$ cat config.mk
export PLATFORM = sky130hd
export DESIGN_NAME = rf_bank_dispatcher_flat
export DESIGN_NICKNAME = d
export VERILOG_FILES = /design/src/rtl/rf_bank_dispatcher_if.sv /design/src/rtl/rf_bank_dispatcher.sv /design/src/flat_wrapper.sv
export SDC_FILE = /design/constraint.sdc
export NUM_CORES = 1
export LEC_CHECK = 0
export ABC_AREA = 1
export CORE_AREA = 2 2 543 545
export DETAILED_ROUTE_END_ITERATION = 10
export DIE_AREA = 0 0 545 547
export HOLD_SLACK_MARGIN = 0.08
export SYNTH_ARGS = -nofsm -noshare
export SYNTH_HDL_FRONTEND = slang
export SYNTH_SLANG_ARGS = --single-unit
$ cat constraint.sdc
create_clock -name clk -period 4.2 [get_ports clk]
set_input_delay 0.84 -clock clk [delete_from_list [all_inputs] [get_ports clk]]
set_output_delay 0.84 -clock clk [all_outputs]
set_load 0.02 [all_outputs]
$ cat src/rtl/rf_bank_dispatcher_if.sv
// Request-side bus of the register-file bank dispatcher: operand-read requests from
// the four operand collectors plus the write-back stream.
interface rf_bank_dispatcher_if;
    localparam int unsigned NOC    = 4;
    localparam int unsigned REG_W  = 5;
    localparam int unsigned OCID_W = 4;
    localparam int unsigned LANES  = 8;
    localparam int unsigned DATA_W = 256;

    logic [NOC-1:0]          req_valid;
    logic [NOC-1:0]          req_ready;
    logic [NOC*REG_W-1:0]    req_reg;
    logic [NOC*OCID_W-1:0]   req_ocid;
    logic [NOC-1:0]          req_same;
    logic                    wb_valid;
    logic [REG_W-1:0]        wb_reg;
    logic [LANES-1:0]        wb_mask;
    logic [DATA_W-1:0]       wb_data;

    modport master (
        output req_valid, req_reg, req_ocid, req_same,
        output wb_valid, wb_reg, wb_mask, wb_data,
        input  req_ready
    );

    modport slave (
        input  req_valid, req_reg, req_ocid, req_same,
        input  wb_valid, wb_reg, wb_mask, wb_data,
        output req_ready
    );
endinterface

$ cat src/rtl/rf_bank_dispatcher.sv
// Request side of a 4-bank register file: per-bank read FIFOs with round-robin enqueue
// arbitration, write-back priority on issue, and registered read-data-valid per bank.
module rf_bank_dispatcher #(
    parameter int unsigned DEPTH = 4
) (
    input  logic                 clk,
    input  logic                 rst,
    rf_bank_dispatcher_if.slave  bus,
    output logic [2:0]           RF_Addr_0,
    output logic [2:0]           RF_Addr_1,
    output logic [2:0]           RF_Addr_2,
    output logic [2:0]           RF_Addr_3,
    output logic                 RF_WR_0,
    output logic                 RF_WR_1,
    output logic                 RF_WR_2,
    output logic                 RF_WR_3,
    output logic [7:0]           RF_WR_MASK,
    output logic [255:0]         WriteData_0,
    output logic [255:0]         WriteData_1,
    output logic [255:0]         WriteData_2,
    output logic [255:0]         WriteData_3,
    output logic [3:0]           ocid_out_0,
    output logic [3:0]           ocid_out_1,
    output logic [3:0]           ocid_out_2,
    output logic [3:0]           ocid_out_3,
    output logic                 same_0,
    output logic                 same_1,
    output logic                 same_2,
    output logic                 same_3,
    output logic                 rd_valid_0,
    output logic                 rd_valid_1,
    output logic                 rd_valid_2,
    output logic                 rd_valid_3
);

    localparam int unsigned NB     = 4;
    localparam int unsigned NOC    = 4;
    localparam int unsigned ROW_W  = 3;
    localparam int unsigned OCID_W = 4;
    localparam int unsigned PTR_W  = $clog2(DEPTH);
    localparam int unsigned CNT_W  = PTR_W + 1;

    logic [PTR_W-1:0]  wr_ptr_q [NB];
    logic [PTR_W-1:0]  wr_ptr_d [NB];
    logic [PTR_W-1:0]  rd_ptr_q [NB];
    logic [PTR_W-1:0]  rd_ptr_d [NB];
    logic [CNT_W-1:0]  cnt_q    [NB];
    logic [CNT_W-1:0]  cnt_d    [NB];
    logic [1:0]        rr_q     [NB];
    logic [1:0]        rr_d     [NB];
    logic [NB-1:0]     rd_valid_q;
    logic [NB-1:0]     rd_valid_d;

    logic [ROW_W-1:0]  row_q  [NB][DEPTH];
    logic [ROW_W-1:0]  row_d  [NB][DEPTH];
    logic [OCID_W-1:0] ocid_q [NB][DEPTH];
    logic [OCID_W-1:0] ocid_d [NB][DEPTH];
    logic              same_q [NB][DEPTH];
    logic              same_d [NB][DEPTH];

    logic [NB-1:0]     full;
    logic [NB-1:0]     found;
    logic [NB-1:0]     push;
    logic [NB-1:0]     pop;
    logic [NB-1:0]     wr_hit;
    logic [1:0]        win  [NB];
    logic [1:0]        cand;
    logic [NOC-1:0]    ready_c;

    logic [ROW_W-1:0]  addr_c [NB];
    logic [OCID_W-1:0] ocid_c [NB];
    logic [NB-1:0]     same_c;
    logic [7:0]        mask_c;

    // Enqueue arbitration: first contender at or after rr_b wins, accepted only if not full.
    always_comb begin : arb_comb
        ready_c = '0;
        found   = '0;
        push    = '0;
        full    = '0;
        cand    = '0;
        for (int b = 0; b < NB; b++) begin
            win[b]  = '0;
            rr_d[b] = rr_q[b];
        end
        for (int b = 0; b < NB; b++) begin
            full[b] = (cnt_q[b] == CNT_W'(DEPTH));
            for (int k = 0; k < NOC; k++) begin
                cand = rr_q[b] + 2'(k);
                if (!found[b] && bus.req_valid[cand] &&
                    (bus.req_reg[5*int'(cand) +: 2] == 2'(b))) begin
                    found[b] = 1'b1;
                    win[b]   = cand;
                end
            end
            push[b] = found[b] && !full[b];
            if (push[b]) begin
                ready_c[win[b]] = 1'b1;
                rr_d[b]         = win[b] + 2'd1;
            end
        end
    end

    // Issue: a write-back to the bank takes the port and holds the FIFO head.
    always_comb begin : issue_comb
        wr_hit = '0;
        pop    = '0;
        same_c = '0;
        for (int b = 0; b < NB; b++) begin
            addr_c[b] = '0;
            ocid_c[b] = '0;
            wr_hit[b] = bus.wb_valid && (bus.wb_reg[1:0] == 2'(b));
            pop[b]    = !wr_hit[b] && (cnt_q[b] != '0);
            if (wr_hit[b]) begin
                addr_c[b] = bus.wb_reg[4:2];
            end else if (pop[b]) begin
                addr_c[b] = row_q[b][rd_ptr_q[b]];
                ocid_c[b] = ocid_q[b][rd_ptr_q[b]];
                same_c[b] = same_q[b][rd_ptr_q[b]];
            end
        end
        mask_c = bus.wb_valid ? bus.wb_mask : '0;
    end

    always_comb begin : fifo_comb
        row_d      = row_q;
        ocid_d     = ocid_q;
        same_d     = same_q;
        rd_valid_d = pop;
        for (int b = 0; b < NB; b++) begin
            wr_ptr_d[b] = wr_ptr_q[b];
            rd_ptr_d[b] = rd_ptr_q[b];
            cnt_d[b]    = cnt_q[b] + CNT_W'(push[b]) - CNT_W'(pop[b]);
            if (push[b]) begin
                row_d[b][wr_ptr_q[b]]  = bus.req_reg[5*int'(win[b]) + 2 +: 3];
                ocid_d[b][wr_ptr_q[b]] = bus.req_ocid[4*int'(win[b]) +: 4];
                same_d[b][wr_ptr_q[b]] = bus.req_same[win[b]];
                wr_ptr_d[b]            = wr_ptr_q[b] + PTR_W'(1);
            end
            if (pop[b]) begin
                rd_ptr_d[b] = rd_ptr_q[b] + PTR_W'(1);
            end
        end
    end

    always_ff @(posedge clk) begin : state_ff
        if (rst) begin
            rd_valid_q <= '0;
            for (int b = 0; b < NB; b++) begin
                wr_ptr_q[b] <= '0;
                rd_ptr_q[b] <= '0;
                cnt_q[b]    <= '0;
                rr_q[b]     <= '0;
            end
        end else begin
            rd_valid_q <= rd_valid_d;
            for (int b = 0; b < NB; b++) begin
                wr_ptr_q[b] <= wr_ptr_d[b];
                rd_ptr_q[b] <= rd_ptr_d[b];
                cnt_q[b]    <= cnt_d[b];
                rr_q[b]     <= rr_d[b];
            end
        end
    end

    // Entry storage needs no reset: occupancy gates every read of it.
    always_ff @(posedge clk) begin : mem_ff
        row_q  <= row_d;
        ocid_q <= ocid_d;
        same_q <= same_d;
    end

    assign bus.req_ready = ready_c;
    assign RF_WR_MASK    = mask_c;

    assign RF_Addr_0 = addr_c[0];
    assign RF_Addr_1 = addr_c[1];
    assign RF_Addr_2 = addr_c[2];
    assign RF_Addr_3 = addr_c[3];
    assign RF_WR_0   = wr_hit[0];
    assign RF_WR_1   = wr_hit[1];
    assign RF_WR_2   = wr_hit[2];
    assign RF_WR_3   = wr_hit[3];
    assign WriteData_0 = bus.wb_data;
    assign WriteData_1 = bus.wb_data;
    assign WriteData_2 = bus.wb_data;
    assign WriteData_3 = bus.wb_data;
    assign ocid_out_0 = ocid_c[0];
    assign ocid_out_1 = ocid_c[1];
    assign ocid_out_2 = ocid_c[2];
    assign ocid_out_3 = ocid_c[3];
    assign same_0 = same_c[0];
    assign same_1 = same_c[1];
    assign same_2 = same_c[2];
    assign same_3 = same_c[3];
    assign rd_valid_0 = rd_valid_q[0];
    assign rd_valid_1 = rd_valid_q[1];
    assign rd_valid_2 = rd_valid_q[2];
    assign rd_valid_3 = rd_valid_q[3];

endmodule

$ cat src/flat_wrapper.sv
// flat-port wrapper written by rule: the top's interface ports become plain ports
module rf_bank_dispatcher_flat 
#(
    parameter int unsigned DEPTH = 4
)
  (clk, rst, RF_Addr_0, RF_Addr_1, RF_Addr_2, RF_Addr_3, RF_WR_0, RF_WR_1, RF_WR_2, RF_WR_3, RF_WR_MASK, WriteData_0, WriteData_1, WriteData_2, WriteData_3, ocid_out_0, ocid_out_1, ocid_out_2, ocid_out_3, same_0, same_1, same_2, same_3, rd_valid_0, rd_valid_1, rd_valid_2, rd_valid_3, bus_req_valid, bus_req_reg, bus_req_ocid, bus_req_same, bus_wb_valid, bus_wb_reg, bus_wb_mask, bus_wb_data, bus_req_ready);
  rf_bank_dispatcher_if bus_i ();
  input  logic clk;
  input  logic rst;
  output logic [2:0] RF_Addr_0;
  output logic [2:0] RF_Addr_1;
  output logic [2:0] RF_Addr_2;
  output logic [2:0] RF_Addr_3;
  output logic RF_WR_0;
  output logic RF_WR_1;
  output logic RF_WR_2;
  output logic RF_WR_3;
  output logic [7:0] RF_WR_MASK;
  output logic [255:0] WriteData_0;
  output logic [255:0] WriteData_1;
  output logic [255:0] WriteData_2;
  output logic [255:0] WriteData_3;
  output logic [3:0] ocid_out_0;
  output logic [3:0] ocid_out_1;
  output logic [3:0] ocid_out_2;
  output logic [3:0] ocid_out_3;
  output logic same_0;
  output logic same_1;
  output logic same_2;
  output logic same_3;
  output logic rd_valid_0;
  output logic rd_valid_1;
  output logic rd_valid_2;
  output logic rd_valid_3;
  input wire logic [$bits(bus_i.req_valid)-1:0] bus_req_valid;
  input wire logic [$bits(bus_i.req_reg)-1:0] bus_req_reg;
  input wire logic [$bits(bus_i.req_ocid)-1:0] bus_req_ocid;
  input wire logic [$bits(bus_i.req_same)-1:0] bus_req_same;
  input wire logic [$bits(bus_i.wb_valid)-1:0] bus_wb_valid;
  input wire logic [$bits(bus_i.wb_reg)-1:0] bus_wb_reg;
  input wire logic [$bits(bus_i.wb_mask)-1:0] bus_wb_mask;
  input wire logic [$bits(bus_i.wb_data)-1:0] bus_wb_data;
  output wire logic [$bits(bus_i.req_ready)-1:0] bus_req_ready;
  assign bus_i.req_valid = bus_req_valid;
  assign bus_i.req_reg = bus_req_reg;
  assign bus_i.req_ocid = bus_req_ocid;
  assign bus_i.req_same = bus_req_same;
  assign bus_i.wb_valid = bus_wb_valid;
  assign bus_i.wb_reg = bus_wb_reg;
  assign bus_i.wb_mask = bus_wb_mask;
  assign bus_i.wb_data = bus_wb_data;
  assign bus_req_ready = bus_i.req_ready;
  rf_bank_dispatcher #(.DEPTH(DEPTH)) u_core (.clk(clk), .rst(rst), .bus(bus_i), .RF_Addr_0(RF_Addr_0), .RF_Addr_1(RF_Addr_1), .RF_Addr_2(RF_Addr_2), .RF_Addr_3(RF_Addr_3), .RF_WR_0(RF_WR_0), .RF_WR_1(RF_WR_1), .RF_WR_2(RF_WR_2), .RF_WR_3(RF_WR_3), .RF_WR_MASK(RF_WR_MASK), .WriteData_0(WriteData_0), .WriteData_1(WriteData_1), .WriteData_2(WriteData_2), .WriteData_3(WriteData_3), .ocid_out_0(ocid_out_0), .ocid_out_1(ocid_out_1), .ocid_out_2(ocid_out_2), .ocid_out_3(ocid_out_3), .same_0(same_0), .same_1(same_1), .same_2(same_2), .same_3(same_3), .rd_valid_0(rd_valid_0), .rd_valid_1(rd_valid_1), .rd_valid_2(rd_valid_2), .rd_valid_3(rd_valid_3));
endmodule
==> run metrics, run 1 <==
outcome complete, no violations; Root Buffer Master clkbuf_16; slew margin rel. 0.499; Placed Area 17700 µm²; max_cap viols 0; startpoint types input port; Worst path max stage delay 0.52 ns; CP Cell Sequence clkdlybuf4s50_1 > nand2_1 > nand2_2 > nand2_4 > inv_2 > nand2_2 > nand2_2 > nor2_4 > nand3_2 > nand2_4 > nand2_4 > ha_1 > nand2_1 > o2111ai_1 > dlygate4sd2_1; Initial Util 0.0628; Worst setup EP type output pin; Clock Pin Slew Worst Setup and Hold Paths 0.07 ns; first-pass GRT wire length 183000 µm; clk buf depth 2; initial antenna violation count 5; Critical Path RT 3.36 ns; Place WS -0.199 ns; ant diodes 0; total congestion overflow 0; WL final 157000 µm; Post-Syn Area 18400 µm²; sw frac 0.506; yosys warns 0; P per Cell Area 786 nW/µm²; Cells after Synth 2388; FP Rows 199; Leak 6.07 nW; Avg Synthesized Cell Area 7.69 µm²; Vias 12500; Post-synth EDFFs 128; # hold bufs at CTS 0; Final Net Count 1953; post-synthesis register bit count 168; Ports 1392; crit path buf inv count 3; arrival time worst endpoint 3.21 ns; P&R area growth vs syn -0.545%; RePlAce Congestion 0.909; total power 14.4 mW; gr usage total 0.100; fraction of registers with async set/reset 0; slack of the critical path 0.151 ns; largest net degree at the start of global routing 25; DRC 0; DRT iter0 DRCs 1265; vias in the first global route 11700; WL per Instance 28.3 µm; cell count of the worst reg-to-reg path 19; DR pass1 iterations 5; Vias/cell 2.27; peak supply drop 0.691 mV; Syn Nets 2744; critical path type in2out; sequential area share after synthesis 0.253; worst-margin pin slew 0.750 ns; CTS sink cnt 168; clock tree from TritonCTS built; Die ar. 298000 µm²; Worst-Skew Late Latency 0.45 ns; ANT nets after route 0; Final period util 0.964; post-route cell area 18300 µm²; Post-synth top flop edfxtp_1; Crit path depth 15; Final Hold Vio Count 0; fin crit period 4.05 ns; CTS Buf Count 17; Crit Path Max Fanout 10; Slowest-stage cell, CP clkdlybuf4s50_1; synth unique cells 47; Die H 547 µm; Max Slew Vio Count 0; NetSw 7.26 mW; Sequential Power Share 0.229; Hold WC Path Type reg2reg; share of post-route cells with drive strength above 1 0.200; I/O Buffers 111; H-tree Lvls 4; # setup viols final 0; Worst Hold Depth 1; clock skew 0.0152 ns; Core ar. 293000 µm²; Die X-Extent 545 µm; combinational group share of total power 0.665; CP top delay family simple AND/OR/NAND/NOR gates; clock share of power 0.105; DP HPWL 140000 µm; maximum clock frequency 247 MHz; Pint 7.10 mW
sequential cells by signal, summed over array words and instances (netlist names):
signal and cells:
u_core.rr_q 8, u_core.ocid_q 64, u_core.cnt_q 12, u_core.rd_valid_q 4, u_core.same_q 16, u_core.rd_ptr_q 8, u_core.row_q 48, u_core.wr_ptr_q 8
worst register-to-register path, cell delays in order, from the launching register on:
cell and delay (ns):
dfxtp_1 0.31, buf_4 0.18, inv_2 0.21, nand2_1 0.10, nand2_2 0.10, nor2_1 0.05, nand2_1 0.09, nand2_4 0.09
buf_4 0.15, o21ai_4 0.18, nand2_4 0.13, buf_4 0.23, ha_1 0.32, inv_1 0.06, nor2_1 0.14, nand2_1 0.11
nor2_1 0.24, o21ai_0 0.13, a22o_1 0.19, nand2_1 0.11
logic make-up (layout without fill, tap and decap cells):
family,after synthesis,count (layout),synth area share
fa+ha+maj,40,40,0.0289
flops,168,168,0.253
buf+inv,1224,446,0.467
compound gates,234,234,0.0710
simple gates,716,716,0.177
xor+xnor,6,6,0.00286
synthesized netlist by cell type (all sizes together) (2+ instances only):
cell,instances,share of area
buf,1058,0.43
clkinv,3,0.00061
o21ai,143,0.041
a22o,2,0.00095
o211ai,2,0.00082
edfxtp,128,0.21
a21oi,50,0.014
or2,4,0.0014
o2111ai,2,0.00095
o22ai,25,0.0089
nand3,153,0.044
dfxtp,40,0.044
inv,142,0.029
nand3b,3,0.0012
xor2,5,0.0024
nand4,22,0.0075
clkbuf,21,0.0044
a31oi,2,0.00068
o21a,4,0.0016
ha,36,0.025
fa,4,0.0044
a22oi,2,0.00082
nor3,10,0.0039
nand2,306,0.070
nor2,217,0.049
placed cells by master (no fill, tap or decap), types with 4 or more instances in the layout:
cell type and n:
nand3_1 146, inv_1 116, o21ai_2 6, clkinv_1 4, nand2_2 21, buf_12 19
nor2_1 202, buf_4 168, nor2_4 6, ha_1 36, or2_2 4, clkbuf_16 17
o21ai_1 14, dlymetal6s2s_1 6, nand3_2 6, clkdlybuf4s50_1 71, fa_1 4, o22ai_1 24
nor2_2 8, inv_8 5, nor3_2 4, a21oi_1 47, nand2_1 273, nand4_1 22
dfxtp_1 40, o21ai_0 121, nand2_4 12, edfxtp_1 128, xor2_1 5, nor3_1 5
inv_6 4, o21a_1 4, inv_2 26
power by group through the flow:
stage	logic [mW]	registers, mW	clock network [mW]
6_report	9.56	3.29	1.51
5_1_grt	10.5	3.36	1.62
4_1_cts	9.61	3.29	1.55
3_5_place_dp	9.61	3.32	0
3_3_place_gp	9.57	3.32	0
2_1_floorplan	6.77	3.20	0
metal layers:
metal / up-vias / part of all wire / wire length [µm] / global-route usage
met5: - / 0.010 / 1620 / 0.0418
met4: 35 / 0.026 / 4070 / 0.0243
met2: 1920 / 0.42 / 65300 / 0.147
met3: 155 / 0.30 / 47800 / 0.138
li1: 5021 / - / - / -
met1: 5398 / 0.24 / 38000 / 0.0725
metrics by stage:
stage	utilization	TNS (ns)	instances	hold WS (ns)
final	0.0624	0	5529	0.510
after global routing	0.0624	-0.00293	5529	0.565
after floorplan	-	0	2388	0.463
after CTS	0.0623	0	5526	0.502
after detailed placement	0.0604	-0.734	5494	0.495
after global placement	0.0604	-0.797	5494	0.478
path summary, 6_finish.rpt:
kind,start,to,slack [ns]
worst min-delay path,u_core.wr_ptr_q[1][0],u_core.wr_ptr_q[1][0],0.51
worst min register to register,u_core.wr_ptr_q[1][0],u_core.wr_ptr_q[1][0],0.51
worst max register to register,u_core.rr_q[3][0],u_core.row_q[1],0.92
worst max-delay path,bus_req_reg[16],bus_req_ready[2],0.15
final cells by class:
cell class | count | area (µm²)
repair buffers | 269 | 2460
fillers | 34500 | 274000
clock buffers | 18 | 429
multi-input cells | 996 | 5160
clock inverters | 14 | 129
inverters | 145 | 544
well taps | 3919 | 4900
flip-flops and latches | 168 | 4640
what timing repair did:
item,in CTS,in global routing
pin swaps,0,1
setup buffers,0,3
gates resized for setup,5,17
endpoints found under the setup margin,4,4
No activity file was read; power rests on OpenSTA's default activity.
==> run 2: changes to the inputs <==
==> constraint.sdc (replaced) <==
create_clock -name clk -period 4.2 [get_ports clk]
set_input_delay 0.84 -clock clk [delete_from_list [all_inputs] [get_ports clk]]
set_output_delay 0.84 -clock clk [all_outputs]
set_load 0.01 [all_outputs]
==> run metrics, run 2 (same netlist as run 1, synthesis figures left out) <==
Leak 6.11 nW; slew margin rel. 0.494; Die X-Extent 545 µm; FP Rows 199; DRC 0; Worst setup EP type output pin; most frequent cells in the layout 272 x nand2_1, 201 x nor2_1, 161 x buf_4; Vias 12700; arrival time worst endpoint 3.27 ns; Ports 1392; first-pass GRT wire length 184000 µm; Post-Layout Cell Count 5538; max FFs per register 64; largest net degree at the start of global routing 32; Critical Path RT 3.36 ns; max_cap viols 0; placed insts 5501; H-tree Lvls 4; P&R area growth vs syn 0.661%; Worst-Skew Late Latency 0.44 ns; I/O Buffers 111; worst-margin pin slew 0.762 ns; fillcell total 34500; sw frac 0.491; register area 4640 µm²; Vias/cell 2.29; CTS Buf Count 17; NetSw 7.10 mW; Max Slew Vio Count 0; Final Hold Vio Count 0; Hold WC Path Type reg2reg; Die ar. 298000 µm²; initial antenna violation count 5; RePlAce Congestion 0.906; total congestion overflow 0; Clock Pin Slew Worst Setup and Hold Paths 0.06 ns; WL per Instance 28.6 µm; Final period util 0.979; Die H 547 µm; vias in the first global route 11800; Initial Util 0.0628; DP HPWL 141000 µm; gr usage total 0.101; Sequential Power Share 0.227; startpoint types input port; fin crit period 4.11 ns; CTS sink cnt 168; DR pass1 iterations 5; clk buf depth 2; biggest regs u_core.ocid_q x64, u_core.row_q x48, u_core.same_q x16; Crit Path Max Fanout 7; clock skew 0.0148 ns; commonest non-fill, non-tap cell in the layout nand2_1; Reg with most FFs u_core.ocid_q; Final Net Count 1961; combinational group share of total power 0.653; ANT nets after route 0; Util after Layout 0.0632; r2r setup slk 0.94 ns; DRT iter0 DRCs 1338; Pint 7.35 mW; multi-input logic area 5200 µm²; outcome complete, no violations; P per Cell Area 781 nW/µm²; maximum clock frequency 243 MHz; clock tree from TritonCTS built; WL final 158000 µm; share of post-route cells with drive strength above 1 0.199; clock share of power 0.120; peak supply drop 0.562 mV; # setup viols final 0; Core ar. 293000 µm²; Root Buffer Master clkbuf_16; critical path type in2out
run 2: changes by cell type in the layout (fill, tap and decap cells not counted), sizes merged:
| cell | change |
|---|---|
| diode | +1 |
| clkdlybuf4s50 | +11 |
| dlymetal6s2s | -5 |
| clkbuf | -3 |
| bufinv | +3 |
| buf | -7 |
| clkinv | +2 |
| inv | -3 |
| clkinvlp | -1 |
| dlygate4sd2 | +11 |
run 2: power groups by stage:
stage               combinational (mW)  sequential (mW)  clock (mW)
floorplan                         6.13             3.19           0
global placement                  9.47             3.30           0
detailed placement                9.51             3.31           0
CTS                               9.55             3.27        1.77
global route                      10.4             3.34        1.83
finish                            9.44             3.28        1.73
run 2: area by class of cell:
type / instances / area share
Tap cell: 3919 / 0.265
Sequential cell: 168 / 0.251
Timing Repair Buffer: 277 / 0.137
Antenna cell: 1 / 0.000135
Inverter: 145 / 0.0294
Clock inverter: 15 / 0.0125
Clock buffer: 17 / 0.0230
Multi-Input combinational cell: 996 / 0.281
run 2: repair_timing:
item	4_1_cts	5_1_grt
hold buffers	0	0
buffers inserted	4	0
endpoints found under the setup margin	11	5
resized for setup	30	8
pin swaps	5	4
run 2: per-stage QoR:
step	cell area (µm²)	setup TNS, ns	hold slack [ns]	setup WS [ns]	total power, mW
floorplan	18400	0	0.463	0.740	9.32
global placement	17800	-1.76	0.489	-0.298	12.8
detailed placement	17800	-1.46	0.502	-0.251	12.8
CTS	18500	0	0.525	0.0111	14.6
global route	18500	-0.0161	0.558	-0.0161	15.6
finish	18500	0	0.521	0.0876	14.4
run 2: routing by layer:
layer,up-vias,part of all wire,track usage
met1,5518,0.24,0.0721
met3,180,0.30,0.138
met5,-,0.0098,0.0361
li1,5040,-,-
met2,1913,0.42,0.151
met4,44,0.028,0.0248
run 2: worst paths after layout:
kind	from	to	cells past startpoint
max	bus_wb_valid	same_3	11
min	u_core.wr_ptr_q[1][0]	u_core.wr_ptr_q[1][0]	1
max reg2reg	u_core.rr_q[3][1]	u_core.row_q[10]	18
min reg2reg	u_core.wr_ptr_q[1][0]	u_core.wr_ptr_q[1][0]	1
run 2: worst max-delay path, stage by stage:
cell	delay [ns]
clkdlybuf4s50_1	0.45
buf_12	0.16
inv_1	0.10
buf_12	0.14
nor3_1	0.05
buf_4	0.17
inv_1	0.18
nand2_1	0.14
buf_12	0.16
a21oi_1	0.23
clkdlybuf4s50_1	0.60
==> run 3: changes to the inputs <==
--- a/config.mk
+++ b/config.mk
@@ -6,9 +6,9 @@
 export NUM_CORES = 1
 export LEC_CHECK = 0
 export ABC_AREA = 1
-export CORE_AREA = 2 2 543 545
+export CORE_AREA = 3 3 544 546
 export DETAILED_ROUTE_END_ITERATION = 10
-export DIE_AREA = 0 0 545 547
+export DIE_AREA = 0 0 547 549
 export HOLD_SLACK_MARGIN = 0.08
 export SYNTH_ARGS = -nofsm -noshare
 export SYNTH_HDL_FRONTEND = slang
==> run metrics, run 3 (same netlist as run 1, synthesis figures left out) <==
DRC 0; Vias/cell 2.23; commonest non-fill, non-tap cell in the layout nand2_1; DR pass1 iterations 6; met2 WL 63100 µm; vias in the first global route 11500; Crit Path Max Fanout 9; met3 WL post-DR 47300 µm; first-pass GRT wire length 177000 µm; Die ar. 300000 µm²; max FFs per register 64; total congestion overflow 0; Leak 5.97 nW; initial antenna violation count 5; hold_sp u_core.wr_ptr_q[1][0]; fin crit period 4.06 ns; critical path type in2out; arrival time worst endpoint 3.22 ns; worst-margin pin slew 0.953 ns; slew margin rel. 0.366; max_cap viols 0; WL final 152000 µm; register area 4640 µm²; Die H 549 µm; gr usage total 0.0957; WL per Instance 27.5 µm; Worst R2R End u_core.row_q[16]; clock tree from TritonCTS built; Core ar. 291000 µm²; H-tree Lvls 4; maximum clock frequency 246 MHz; Final Hold Vio Count 0; Max Slew Vio Count 0; Die X-Extent 547 µm; Worst setup EP type output pin; cell count of the worst reg-to-reg path 17; Critical Path RT 3.36 ns; r2r setup slk 0.96 ns; I/O Buffers 111; P&R area growth vs syn -1.00%; multi-input logic area 5190 µm²; Clock Pin Slew Worst Setup and Hold Paths 0.06 ns; Worst-Skew Late Latency 0.43 ns; Vias 12300; Worst Hold Slack 0.507 ns; Hold WC Path Type reg2reg; DRT iter0 DRCs 1030; CTS Buf Count 17; TNS Setup 0 ns; Ports 1392; Reg with most FFs u_core.ocid_q; share of post-route cells with drive strength above 1 0.188; Worst Hold Depth 1; outcome complete, no violations; met1 wire length 35500 µm; FP Rows 198; most frequent cells in the layout 272 x nand2_1, 202 x nor2_1, 156 x buf_4; biggest regs u_core.ocid_q x64, u_core.row_q x48, u_core.same_q x16; # hold bufs at CTS 0; Initial Util 0.0631; CTS sink cnt 168; Final period util 0.967; fillcell total 34300; RePlAce Congestion 0.913; peak supply drop 0.451 mV; worst r2r src u_core.rr_q[2][0]; Final Net Count 1949; # setup viols final 0; Top Metal Used met5; DP HPWL 136000 µm; largest net degree at the start of global routing 30; unrepaired setup endpoints after global routing no; Root Buffer Master clkbuf_16; ANT nets after route 0; end of the worst hold path u_core.wr_ptr_q[1][0]; startpoint types input port; clock skew 0.0119 ns; clk buf depth 2; P per Cell Area 766 nW/µm²
==> run 3: cell types whose count changed in the layout (fill, tap and decap cells not counted), moves of 3 or more <==
cell,change
buf_4,-5
clkinv_8,-4
buf_12,-7
o21ai_2,-4
inv_8,-4
dlygate4sd2_1,+3
o21ai_0,+6
clkinvlp_4,+4
==> run 3: worst max-delay path: stages <==
cell and delay (ns):
clkdlybuf4s50_1 0.47, buf_4 0.20, inv_1 0.10, buf_12 0.15, nor3_4 0.19, inv_1 0.13, buf_4 0.15, o21ai_0 0.19
buf_4 0.20, clkdlybuf4s50_1 0.55
==> run 3: through the flow <==
step / area [µm²] / setup slack (ns) / total power [mW] / instances / util
after global placement: 17600 / -0.278 / 12.5 / 5472 / 0.0604
after CTS: 18100 / 0.00405 / 14.1 / 5504 / 0.0623
after detailed placement: 17600 / -0.155 / 12.6 / 5472 / 0.0604
final: 18200 / 0.139 / 13.9 / 5509 / 0.0625
after floorplan: 18400 / 0.740 / 9.32 / 2388 / -
after global routing: 18200 / 0.00353 / 15.2 / 5506 / 0.0624
==> run 3: power by group <==
group | leakage, nW | switching, mW | internal [mW] | total (mW)
Clock | 0.258 | 0.664 | 0.820 | 1.48
Combinational | 4.21 | 5.89 | 3.28 | 9.17
Sequential | 1.50 | 0.252 | 3.02 | 3.27
Total | 5.97 | 6.80 | 7.12 | 13.9
==> run 3: how the worst max path moves through the flow <==
stage                     start               end  cells after the start
6_report           bus_wb_valid      RF_Addr_2[1]                     10
5_1_grt            bus_wb_valid      RF_Addr_1[2]                     13
4_1_cts            bus_wb_valid     ocid_out_2[3]                      9
3_5_place_dp   bus_req_valid[3]  bus_req_ready[2]                     12
3_3_place_gp     bus_req_reg[6]  bus_req_ready[3]                     17
2_1_floorplan   bus_req_reg[15]  u_core.row_q[10]                     21
==> run 3: repair_timing <==
action,CTS,global route
gates resized for setup,25,4
endpoints found under the setup margin,14,7
buffers inserted,0,2
pin swaps,1,2
==> run 3: layout make-up <==
cell class                 count  share of cell area
sequential                   168               0.255
antenna                        3            0.000413
multi-input combinational    996               0.285
clock inverter                13             0.00667
clock buffer                  19              0.0238
inverter                     145              0.0301
tap                         3900               0.268
timing repair buffer         265               0.130
==> run 3: layer usage <==
layer	up-vias	track usage
li1	5018	-
met1	5322	0.0653
met2	1785	0.141
met3	157	0.138
met4	29	0.0245
met5	-	0.0337
